[src/rtl/onehot4_pkg.sv]
// Shared types and helpers for the 4-way one-hot round-robin grant generator.
package onehot4_pkg;

  localparam int NREQ = 4;

  typedef enum logic [1:0] {
    IDLE  = 2'd0,
    GRANT = 2'd1,
    GAP   = 2'd2
  } state_t;

  // First set request bit scanning ptr, ptr+1, ... (mod 4); returns ptr when req is empty.
  function automatic logic [1:0] rr_pick(input logic [NREQ-1:0] req, input logic [1:0] ptr);
    logic [1:0] pick;
    logic [1:0] cand;
    pick = ptr;
    // Walk from the farthest candidate back to ptr so the nearest set bit wins.
    for (int i = NREQ - 1; i >= 0; i--) begin
      cand = ptr + i[1:0];
      if (req[cand]) pick = cand;
    end
    return pick;
  endfunction

  // Binary index to one-hot word.
  function automatic logic [NREQ-1:0] idx2oh(input logic [1:0] idx);
    return 4'b0001 << idx;
  endfunction

endpackage

[src/rtl/onehot4_chk.sv]
// Exactly-one-of-four detector: y0 = 1 iff popcount(x3..x0) == 1.
// Purely combinational; also used standalone by grant consumers.
module onehot4_chk (
  input  logic x0,
  input  logic x1,
  input  logic x2,
  input  logic x3,
  output logic y0
);

  // Exactly one high: at least one is set and no pair is set together.
  always_comb begin
    y0 = (x0 | x1 | x2 | x3) &
         ~((x0 & x1) | (x0 & x2) | (x0 & x3) |
           (x1 & x2) | (x1 & x3) | (x2 & x3));
  end

endmodule

[src/rtl/onehot4_rr_grant.sv]
// Round-robin grant generator for 4 requesters with break-before-make.
// Every grant is followed by exactly one all-zero cycle before the next one.
// Optional macro ONEHOT4_CHK_EN adds a sticky one-hot violation flag (err)
// driven by onehot4_chk on the registered grant; otherwise err is tied low.
module onehot4_rr_grant
  import onehot4_pkg::*;
#(
  parameter int MAX_HOLD = 0,  // max tenure in cycles, 0 = unlimited
  parameter int CNT_W    = 8   // tenure counter width, 2^CNT_W > MAX_HOLD
) (
  input  logic       clk,
  input  logic       rst,
  input  logic [3:0] req,
  input  logic [3:0] done,
  output logic [3:0] gnt,
  output logic       gnt_vld,
  output logic [1:0] gnt_idx,
  output logic       err
);

  localparam logic [CNT_W-1:0] HOLD_LAST = CNT_W'(MAX_HOLD - 1);

  state_t           state_q, state_d;
  logic [1:0]       ptr_q,   ptr_d;
  logic [CNT_W-1:0] cnt_q,   cnt_d;
  logic [3:0]       gnt_q,   gnt_d;
  logic             vld_q,   vld_d;
  logic [1:0]       idx_q,   idx_d;

  logic [1:0]       pick;
  logic             hold_hit;
  logic             release_now;

  // Tenure limit reached on this cycle (never when the limit is disabled).
  always_comb begin
    hold_hit    = (MAX_HOLD != 0) && (cnt_q == HOLD_LAST);
    release_now = done[idx_q] | ~req[idx_q] | hold_hit;
    pick        = rr_pick(req, ptr_q);
  end

  // Next-state and next-output computation for the arbitration FSM.
  always_comb begin
    // NOTE: every signal gets a default first so no path leaves it unassigned (no latch).
    state_d = state_q;
    ptr_d   = ptr_q;
    cnt_d   = cnt_q;
    gnt_d   = gnt_q;
    vld_d   = vld_q;
    idx_d   = idx_q;
    case (state_q)
      // The release edge always lands in GAP with gnt = 0, so no grant can start
      // on that edge. The GAP cycle then arbitrates exactly like IDLE, which keeps
      // the zero window at one cycle for a back-to-back requester.
      IDLE, GAP: begin
        if (req != 4'b0000) begin
          state_d = GRANT;
          idx_d   = pick;
          gnt_d   = idx2oh(pick);
          vld_d   = 1'b1;
          cnt_d   = '0;
        end else begin
          state_d = IDLE;
        end
      end
      GRANT: begin
        if (release_now) begin
          state_d = GAP;
          gnt_d   = 4'b0000;
          vld_d   = 1'b0;
          idx_d   = 2'd0;
          ptr_d   = idx_q + 2'd1;
        end else if (cnt_q != '1) begin
          cnt_d = cnt_q + CNT_W'(1);
        end
      end
      default: begin
        state_d = IDLE;
        gnt_d   = 4'b0000;
        vld_d   = 1'b0;
        idx_d   = 2'd0;
      end
    endcase
  end

  // FSM state, pointer, tenure counter and registered grant outputs.
  always_ff @(posedge clk or posedge rst) begin
    if (rst) begin
      state_q <= IDLE;
      ptr_q   <= 2'd0;
      cnt_q   <= '0;
      gnt_q   <= 4'b0000;
      vld_q   <= 1'b0;
      idx_q   <= 2'd0;
    end else begin
      // NOTE: non-blocking assignments so all flops update from pre-edge values.
      state_q <= state_d;
      ptr_q   <= ptr_d;
      cnt_q   <= cnt_d;
      gnt_q   <= gnt_d;
      vld_q   <= vld_d;
      idx_q   <= idx_d;
    end
  end

  assign gnt     = gnt_q;
  assign gnt_vld = vld_q;
  assign gnt_idx = idx_q;

`ifdef ONEHOT4_CHK_EN
  logic chk_y0;
  logic err_q, err_d;

  onehot4_chk u_chk (
    .x0 (gnt_q[0]),
    .x1 (gnt_q[1]),
    .x2 (gnt_q[2]),
    .x3 (gnt_q[3]),
    .y0 (chk_y0)
  );

  // A valid grant that is not one-hot, or a valid flag out of step with gnt.
  always_comb begin
    err_d = err_q | (vld_q & ~chk_y0) | (vld_q != (|gnt_q));
  end

  // Sticky violation flag, cleared only by reset.
  always_ff @(posedge clk or posedge rst) begin
    if (rst) err_q <= 1'b0;
    else     err_q <= err_d;
  end

  assign err = err_q;
`else
  assign err = 1'b0;
`endif

endmodule

[config.mk]
export PLATFORM = sky130hd
export DESIGN_NAME = onehot4_rr_grant
export DESIGN_NICKNAME = d
export VERILOG_FILES = /design/src/rtl/onehot4_pkg.sv /design/src/rtl/onehot4_chk.sv /design/src/rtl/onehot4_rr_grant.sv
export SDC_FILE = /design/constraint.sdc
export NUM_CORES = 1
export LEC_CHECK = 0
export CAP_MARGIN = 25
export CORE_UTILIZATION = 49
export CTS_CLUSTER_DIAMETER = 60
export DETAILED_ROUTE_END_ITERATION = 10
export PLACE_DENSITY = 0.8
export SETUP_SLACK_MARGIN = 0.1
export SYNTH_ARGS = -nofsm -noshare
export SYNTH_HDL_FRONTEND = slang
export SYNTH_HIERARCHICAL = 1
export SYNTH_SLANG_ARGS = --single-unit
export TNS_END_PERCENT = 50
[constraint.sdc]
create_clock -name clk -period 5.7 [get_ports clk]
set_clock_uncertainty 0.1 [all_clocks]
set_input_delay 0.855 -clock clk [delete_from_list [all_inputs] [get_ports clk]]
set_output_delay 0.855 -clock clk [all_outputs]
set_load 0.02 [all_outputs]
== After elaboration in Yosys (flattened, before gate mapping) ==
Index checks and enable logic that the tools add are counted.

* Register bits after elaboration: 11
* Word-level logic and storage cells: 54
* Output and inout port bits: 8
* Bits of input ports: 10

* Bitwise logic cells: 2
* Add/subtract/negate cells: 4
* Equal/unequal tests: 4
* Reduce and logical (&&, ||, !) cells: 5
* Mux-type cells: 28
* Shifts and indexed selects: 1
* $lt $le $gt $ge: 5

{| class="wikitable"
|+ Operators by type and width
! operator !! number
|-
| $lt 2x3->1 const B || 5
|-
| $mux 2 || 7
|-
| $bmux 1 s2 || 6
|-
| $mux 1 || 9
|-
| $mux 4 || 2
|-
| $pmux 2 s2 || 2
|-
| $pmux 4 s2 || 1
|-
| $add 2x1->2 const B || 2
|-
| $add 2x2->2 const B || 2
|-
| $ne 2x2->1 const B || 2
|-
| $reduce_and 2->1 || 2
|-
| $reduce_bool 4->1 || 1
|-
| $shl 1x2->4 const A || 1
|-
| $eq 2x1->1 const B || 1
|-
| $eq 2x2->1 const B || 1
|-
| $logic_not 2->1 || 1
|-
| $pmux 1 s2 || 1
|-
| $reduce_or 2->1 || 1
|-
| $not 1->1 || 1
|-
| $or 1x1->1 || 1
|}

== Logic depth before layout (Yosys ltp) ==
Gate-level depths: netlist (run 1).

* Word-level depth: 10
* Gate-level depth with buffers: 5

== Least setup slack after synthesis (run 1) ==
OpenSTA, ideal clock, no wires.

* Path type: input -> register
* Start point: in req[1]
* End point: reg idx_q[0], in the netlist gnt_idx[0]
* Stages: 5
* Library setup time: 0.121 ns
* Arrival: 2.131 ns
* Setup slack: 3.348 ns
* Required time: 5.479 ns
* Cells stage by stage: buf_6 > nor4bb_1 > or4_4 > a22o_4 > a22o_1

* Longest elaborated chain between the ends: 8

{| class="wikitable"
|+ Ends and longest elaborated chain
! what !! RTL line !! source
|-
| start, declared || onehot4_rr_grant.sv:13 || <nowiki>input logic [3:0] req,</nowiki>
|-
| $bmux 1 s2 || onehot4_pkg.sv:20 || <nowiki>if (req[cand]) pick = cand;</nowiki>
|-
| $mux 1 (implied by the code) || onehot4_pkg.sv:20 ||
|-
| $mux 2 (4 in series) || onehot4_pkg.sv:20 ||
|-
| $mux 2 || onehot4_rr_grant.sv:55 || <nowiki>if (req != 4'b0000) begin</nowiki>
|-
| $pmux 2 s2 || onehot4_rr_grant.sv:50 || <nowiki>case (state_q)</nowiki>
|-
| end signal, assigned || onehot4_rr_grant.sv:101 || <nowiki>idx_q <= idx_d;</nowiki>
|-
| end, declared || onehot4_rr_grant.sv:28 || <nowiki>logic [1:0] idx_q, idx_d;</nowiki>
|}

Several ways; a longest one is shown, not always the timed one. The select of a mux whose other input is x is not followed.
A chain may end at the register's enable or synchronous reset.

== Final worst setup path (run 1) ==
* Start point: in req[1]
* End point: reg gnt_q[2], in the netlist gnt[2]

* Longest elaborated chain between the ends: 9

{| class="wikitable"
|+ Ends and longest elaborated chain
! what !! RTL line !! source
|-
| $bmux 1 s2 || onehot4_pkg.sv:20 ||
|-
| $mux 1 (implied by the code) || onehot4_pkg.sv:20 ||
|-
| $mux 2 (4 in series) || onehot4_pkg.sv:20 ||
|-
| $shl 1x2->4 || onehot4_pkg.sv:27 || <nowiki>return 4'b0001 << idx;</nowiki>
|-
| $mux 4 || onehot4_rr_grant.sv:55 ||
|-
| $pmux 4 s2 || onehot4_rr_grant.sv:50 ||
|-
| end signal, assigned || onehot4_rr_grant.sv:99 || <nowiki>gnt_q <= gnt_d;</nowiki>
|-
| end, declared || onehot4_rr_grant.sv:26 || <nowiki>logic [3:0] gnt_q, gnt_d;</nowiki>
|}

Several ways; a longest one is shown, not always the timed one. The select of a mux whose other input is x is not followed.

==> results.toml, run 1 <==
[synthesis]
synth.top_cell.area_share = 0.425
ys.flop_type = "dfrtp_1"
synth-edff-count = 0
ys_async_sr_fraction = 1.00
synth_cell_types = 33
ys_seq_area_frac = 0.425
syn_avg_cell_area_um2 = 10.6
synthTopCellsByCount = "dfrtp_1 (11), nor2_1 (5), inv_1 (4), nor2b_1 (4), a22o_1 (3)"
synth.most_common_cell = "dfrtp_1"
yosys-top-cells-area = "dfrtp_1 (42%), a22o_1 (4.1%), nor2b_1 (3.9%), o211a_1 (3.1%), nor2_1 (2.9%)"
synth_nets = 71
ys_seq_elements = 11
yosysWarnings = 6
syn_area_um2 = 648
synth_cells = 61
synth_area_leader_cell = "dfrtp_1"

[clocking]
clkTransAtPathRegs_ps = 70
cts_hold_buf = 0
numCtsBuffers = 3
cts_setup_buffers = 0
clock-root-buffer = "clkbuf_4"
clk_latency_ps = 270
cts_resized = 0
htreeDepth = 1
cts_sinks = 11
cts_tree = "done"
clk_path_buf_depth = 2

[route]
wl_met1_um = 653
drt_wl_total_mm = 1.32
drtAntennaViolNets = 0
dr_wl_met3_um = 49
wl_per_cell_um = 14.3
top_layer = "met3"
viasPerCell = 5.67
num_vias = 522
drtIter0Drc = 3
drtPass1Iterations = 2
drc = 0
wl_met2_um = 614

[sta]
rsz0062_at_grt = "false"
drv_slew = 0
final-hold-violation-count = 0
relSlewSlack = 0.661
fmax_ghz = 0.380
setup_viol = 0
fin_crit_sh = 0.462
min_period_ps = 2630
fin_ws_ps = 3070
finalSetupTns_ps = 0
worstMarginPinSlew_ps = 504

[die]
core_region_area_um2 = 1170
start_util = 0.553
dieWidth_um = 38.4
die_h_um = 38.4
rows = 12
dieArea_um2 = 1470
num_io_pins = 18

[place]
port_buffers = 16
hpwl_um = 973
gp_congestion = 0.716
pre_cts_slack_ps = 2780
placed_cell_area_um2 = 803

[setup_path]
start_kind = "primary input"
worstPathArrival_ps = 2690
cp_top_family = "simple AND/OR/NAND/NOR gates"
critPathBufInv = 1
end_kind = "flip-flop"
cp_cell_sequence = "clkdlybuf4s50_1 > nor4bb_1 > or4_4 > a22o_4 > a22o_1"
slowest_stage = "or4_4"
cp_max_fo = 8
critPathRequiredTime_ps = 5760
cp_slowest_stage_delay_ps = 570
worstSetupPathType = "primary input to flip-flop"

[power_and_ir_drop]
pwr-share-seq = 0.370
p_leak_nw = 0.393
power.switching_w = 0.000159
pwr-share-comb = 0.497
internal_power_w = 0.000243
switching_share = 0.396
clockPowerShare = 0.133
power.density_nw_per_um2 = 484
peakVddDrop_mv = 0.297

[global_route]
gr-usage-all-layers = 0.223
antenna_found_initial = 0
grt_pass1_wl_mm = 2.16
grt_overflow_total = 0
grt_max_degree = 12
grt_pass1_vias = 503

[layout]
final_cell_area_um2 = 831
final_nets = 89
drive_gt1_frac = 0.115
syn2layout_area_growth_pct = 28.2
fillCellCount = 88
diodes = 0

[job]
cap_violations = 0

[outcome]
status = "complete, no violations"

[hold_path]
hold_class = "flip-flop to flip-flop"
[cells in the final DEF (no fill, tap or decap), types with 2 or more instances in the layout]
master,synthesis,final
a21o_1,2,2
a22o_1,3,3
clkbuf_4,0,3
clkdlybuf4s50_1,0,16
dfrtp_1,11,11
inv_1,4,4
nor2_1,5,5
nor2b_1,4,4
nor3b_1,2,2
o211a_1,2,2
o211ai_1,2,2
o21ai_0,2,2
o2bb2ai_1,2,2
[logic make-up (layout without fill, tap and decap cells)]
kind of cell	count (synthesis)	in the layout	synth area share
mux	2	2	0.0386
buf+inv	8	25	0.0637
other cells	1	1	0.00579
xor+xnor	1	1	0.0135
flops	11	11	0.425
compound gates	18	18	0.228
simple gates	20	20	0.226
[per-layer routing]
layer | global-route usage | vias up
li1 | - | 258
met4 | 0.0259 | 0
met1 | 0.258 | 256
met5 | 0 | -
met2 | 0.386 | 8
met3 | 0.105 | 0
[power groups by stage]
stage | Clock, W | Combinational (W) | Sequential [W]
finish | 0.0000534 | 0.000200 | 0.000149
global route | 0.0000588 | 0.000215 | 0.000155
CTS | 0.0000560 | 0.000201 | 0.000148
detailed placement | 0 | 0.000200 | 0.000149
global placement | 0 | 0.000198 | 0.000150
floorplan | 0 | 0.000117 | 0.000162
[per-stage QoR]
stage,std cells,hold slack [ps],util,power [W]
after floorplan,61,346,-,0.000279
after global placement,88,366,0.686,0.000348
after detailed placement,88,373,0.686,0.000349
after CTS,92,378,0.709,0.000406
after global routing,92,404,0.709,0.000428
final,92,376,0.709,0.000402
[sequential cells by signal, indices dropped and copies added, names as in the netlist]
signal and count:
gnt_vld 1, gnt_idx 2, state_q 2, ptr_q 2, gnt 4
[worst register-to-register path, cell delays in order (launching register included)]
cell,delay [ps]
dfrtp_1,460
and4b_1,240
or4_4,540
a22o_4,290
a22o_1,230
[final cells by class]
type | instances | area [µm²] | area share
inverters | 5 | 18.8 | 0.0226
clock buffers | 3 | 22.5 | 0.0271
well taps | 14 | 17.5 | 0.0211
clock inverters | 1 | 5.00 | 0.00602
repair buffers | 16 | 160 | 0.193
multi-input cells | 42 | 332 | 0.399
flip-flops and latches | 11 | 275 | 0.331
[final timing paths]
check                            from      end  slack, ps  cells after the start
max                            req[1]   gnt[2]       3070                      5
min                        state_q[0]  gnt_vld        380                      1
max reg2reg                gnt_idx[0]   gnt[2]       3740                      4
min reg2reg                state_q[0]  gnt_vld        380                      1
max in group asynchronous         rst  gnt_vld       4450                      2
min in group asynchronous         rst   gnt[0]        770                      2
Note: power is estimated with default switching activity, not from simulation.
==> run 2, diff against run 1 <==
--- a/config.mk
+++ b/config.mk
@@ -6,10 +6,10 @@
 export NUM_CORES = 1
 export LEC_CHECK = 0
 export CAP_MARGIN = 25
-export CORE_UTILIZATION = 49
+export CORE_UTILIZATION = 45
 export CTS_CLUSTER_DIAMETER = 60
 export DETAILED_ROUTE_END_ITERATION = 10
-export PLACE_DENSITY = 0.8
+export PLACE_DENSITY = 0.75
 export SETUP_SLACK_MARGIN = 0.1
 export SYNTH_ARGS = -nofsm -noshare
 export SYNTH_HDL_FRONTEND = slang
==> constraint.sdc (replaced) <==
create_clock -name clk -period 2.67 [get_ports clk]
set_clock_uncertainty 0.1 [all_clocks]
set_input_delay 0.4005 -clock clk [delete_from_list [all_inputs] [get_ports clk]]
set_output_delay 0.4005 -clock clk [all_outputs]
set_load 0.02 [all_outputs]
==> run 2 against run 1 <==
Compared with the run above: global-route usage decreased by 1.0 points; sequential power increased by 110%; register-to-register slack worse by 3100 ps; non-clock buffer count grew 2; count of clock-buffer cells in the layout is 1 higher; sequential share of layout area fell by 0.59 points; wire length rose by 5.5%; via count grew 4.2%.
==> results.toml, run 2 (synthesis gave the netlist of run 1 again) <==
[layout]
diodes = 0
regArea_um2 = 275
syn2layout_area_growth_pct = 30.5
final_cell_mix = "clkdlybuf4s50_1 (16), dfrtp_1 (11), nor2_1 (5)"
drive_gt1_frac = 0.125
final_nets = 91
largest_reg_flops = 4
final_common_cell = "clkdlybuf4s50_1"
fillCellCount = 111
multi_input_area_um2 = 332
final_util = 0.642

[clocking]
cts_setup_buffers = 0
cts_hold_buf = 0
clk_path_buf_depth = 2
clock-root-buffer = "clkbuf_4"
cts_sinks = 11
cts_tree = "done"
htreeDepth = 1
cts_resized = 0
clkTransAtPathRegs_ps = 70
numCtsBuffers = 3
clk_latency_ps = 270

[hold_path]
hold_class = "primary input to asynchronous set/reset pin"

[outcome]
status = "complete, no violations"

[route]
drc = 0
drt_wl_total_mm = 1.39
drtAntennaViolNets = 0
drtPass1Iterations = 4
wl_per_cell_um = 14.6
num_vias = 544
drtIter0Drc = 2
viasPerCell = 5.73

[die]
num_io_pins = 18
start_util = 0.492
dieWidth_um = 40.0
die_h_um = 40.0
core_region_area_um2 = 1320
rows = 13
dieArea_um2 = 1600

[power_and_ir_drop]
peakVddDrop_mv = 0.537
power.density_nw_per_um2 = 1020
total_power_w = 0.000867
p_leak_nw = 0.401

[global_route]
met1_usage = 0.278
gr-usage-all-layers = 0.213
grt.met3_usage = 0.0333
grt_pass1_vias = 496
grt_overflow_total = 0
grt_pass1_wl_mm = 2.19
grt.busiest_layer = "met2"
grt_max_degree = 12
antenna_found_initial = 0
use_met2 = 0.343

[setup_path]
end_kind = "flip-flop"
critPathRequiredTime_ps = 2720
reg2reg_depth = 4
r2r_end = "gnt_idx[0]"
start_kind = "primary input"
endpoint = "gnt_idx[0]"
reg2reg_slack_ps = 670
worstSetupPathType = "primary input to flip-flop"
r2r_start = "gnt_idx[0]"
cp_max_fo = 7
worstSetupStartpoint = "req[3]"
worstPathArrival_ps = 2220

[sta]
fmax_ghz = 0.460
setup_viol = 0
fin_crit_sh = 0.814
rsz0062_at_grt = "false"
finalSetupTns_ps = 0
drv_slew = 0
min_period_ps = 2170
final-hold-violation-count = 0
whs_ps = 308
fin_ws_ps = 496

[job]
cap_violations = 0

[place]
port_buffers = 16
gp_congestion = 0.770
hpwl_mm = 1.03
pre_cts_slack_ps = 246
[run 2: cell types whose count changed in the layout (fill, tap and decap cells not counted), sizes merged]
cell    previous run  this run
clkinv             1         0
clkbuf             3         4
buf                0         2
[run 2: metrics by stage]
| step | instances | area (µm²) |
|---|---|---|
| final | 95 | 846 |
| after global placement | 91 | 820 |
| after floorplan | 61 | 648 |
| after global routing | 95 | 846 |
| after CTS | 95 | 846 |
| after detailed placement | 91 | 820 |
[run 2: power breakdown]
part | switching [W] | leakage [nW] | internal (W)
logic | 0.000211 | 0.248 | 0.000225
registers | 0.0000794 | 0.138 | 0.000240
clock network | 0.0000537 | 0.0150 | 0.0000578
total | 0.000344 | 0.401 | 0.000522
[run 2: how the worst min path moves through the flow]
stage	startpoint	endpoint	slack, ps	cells after the start
after CTS	rst	gnt_idx[1]	330	2
after global placement	state_q[0]	gnt_vld	380	1
after floorplan	rst	gnt[0]	150	1
after detailed placement	gnt[0]	gnt[0]	370	1
after global routing	rst	gnt_idx[1]	380	2
final	rst	gnt_idx[1]	310	2
[run 2: cell type report]
class / count / share of cell area
Clock buffer: 4 / 0.0311
Inverter: 5 / 0.0222
Multi-Input combinational cell: 42 / 0.392
Sequential cell: 11 / 0.325
Tap cell: 15 / 0.0222
Timing Repair Buffer: 18 / 0.207
[run 2: worst max-delay path, cell delays in order]
cell	delay (ps)
clkdlybuf4s50_1	500
and4b_1	240
or4_4	540
a22o_4	290
a22o_1	240
[run 2: layer usage]
metal / vias up / wire length [µm]
li1: 262 / -
met4: 0 / 27
met5: - / 0
met3: 5 / 86
met2: 23 / 611
met1: 254 / 664
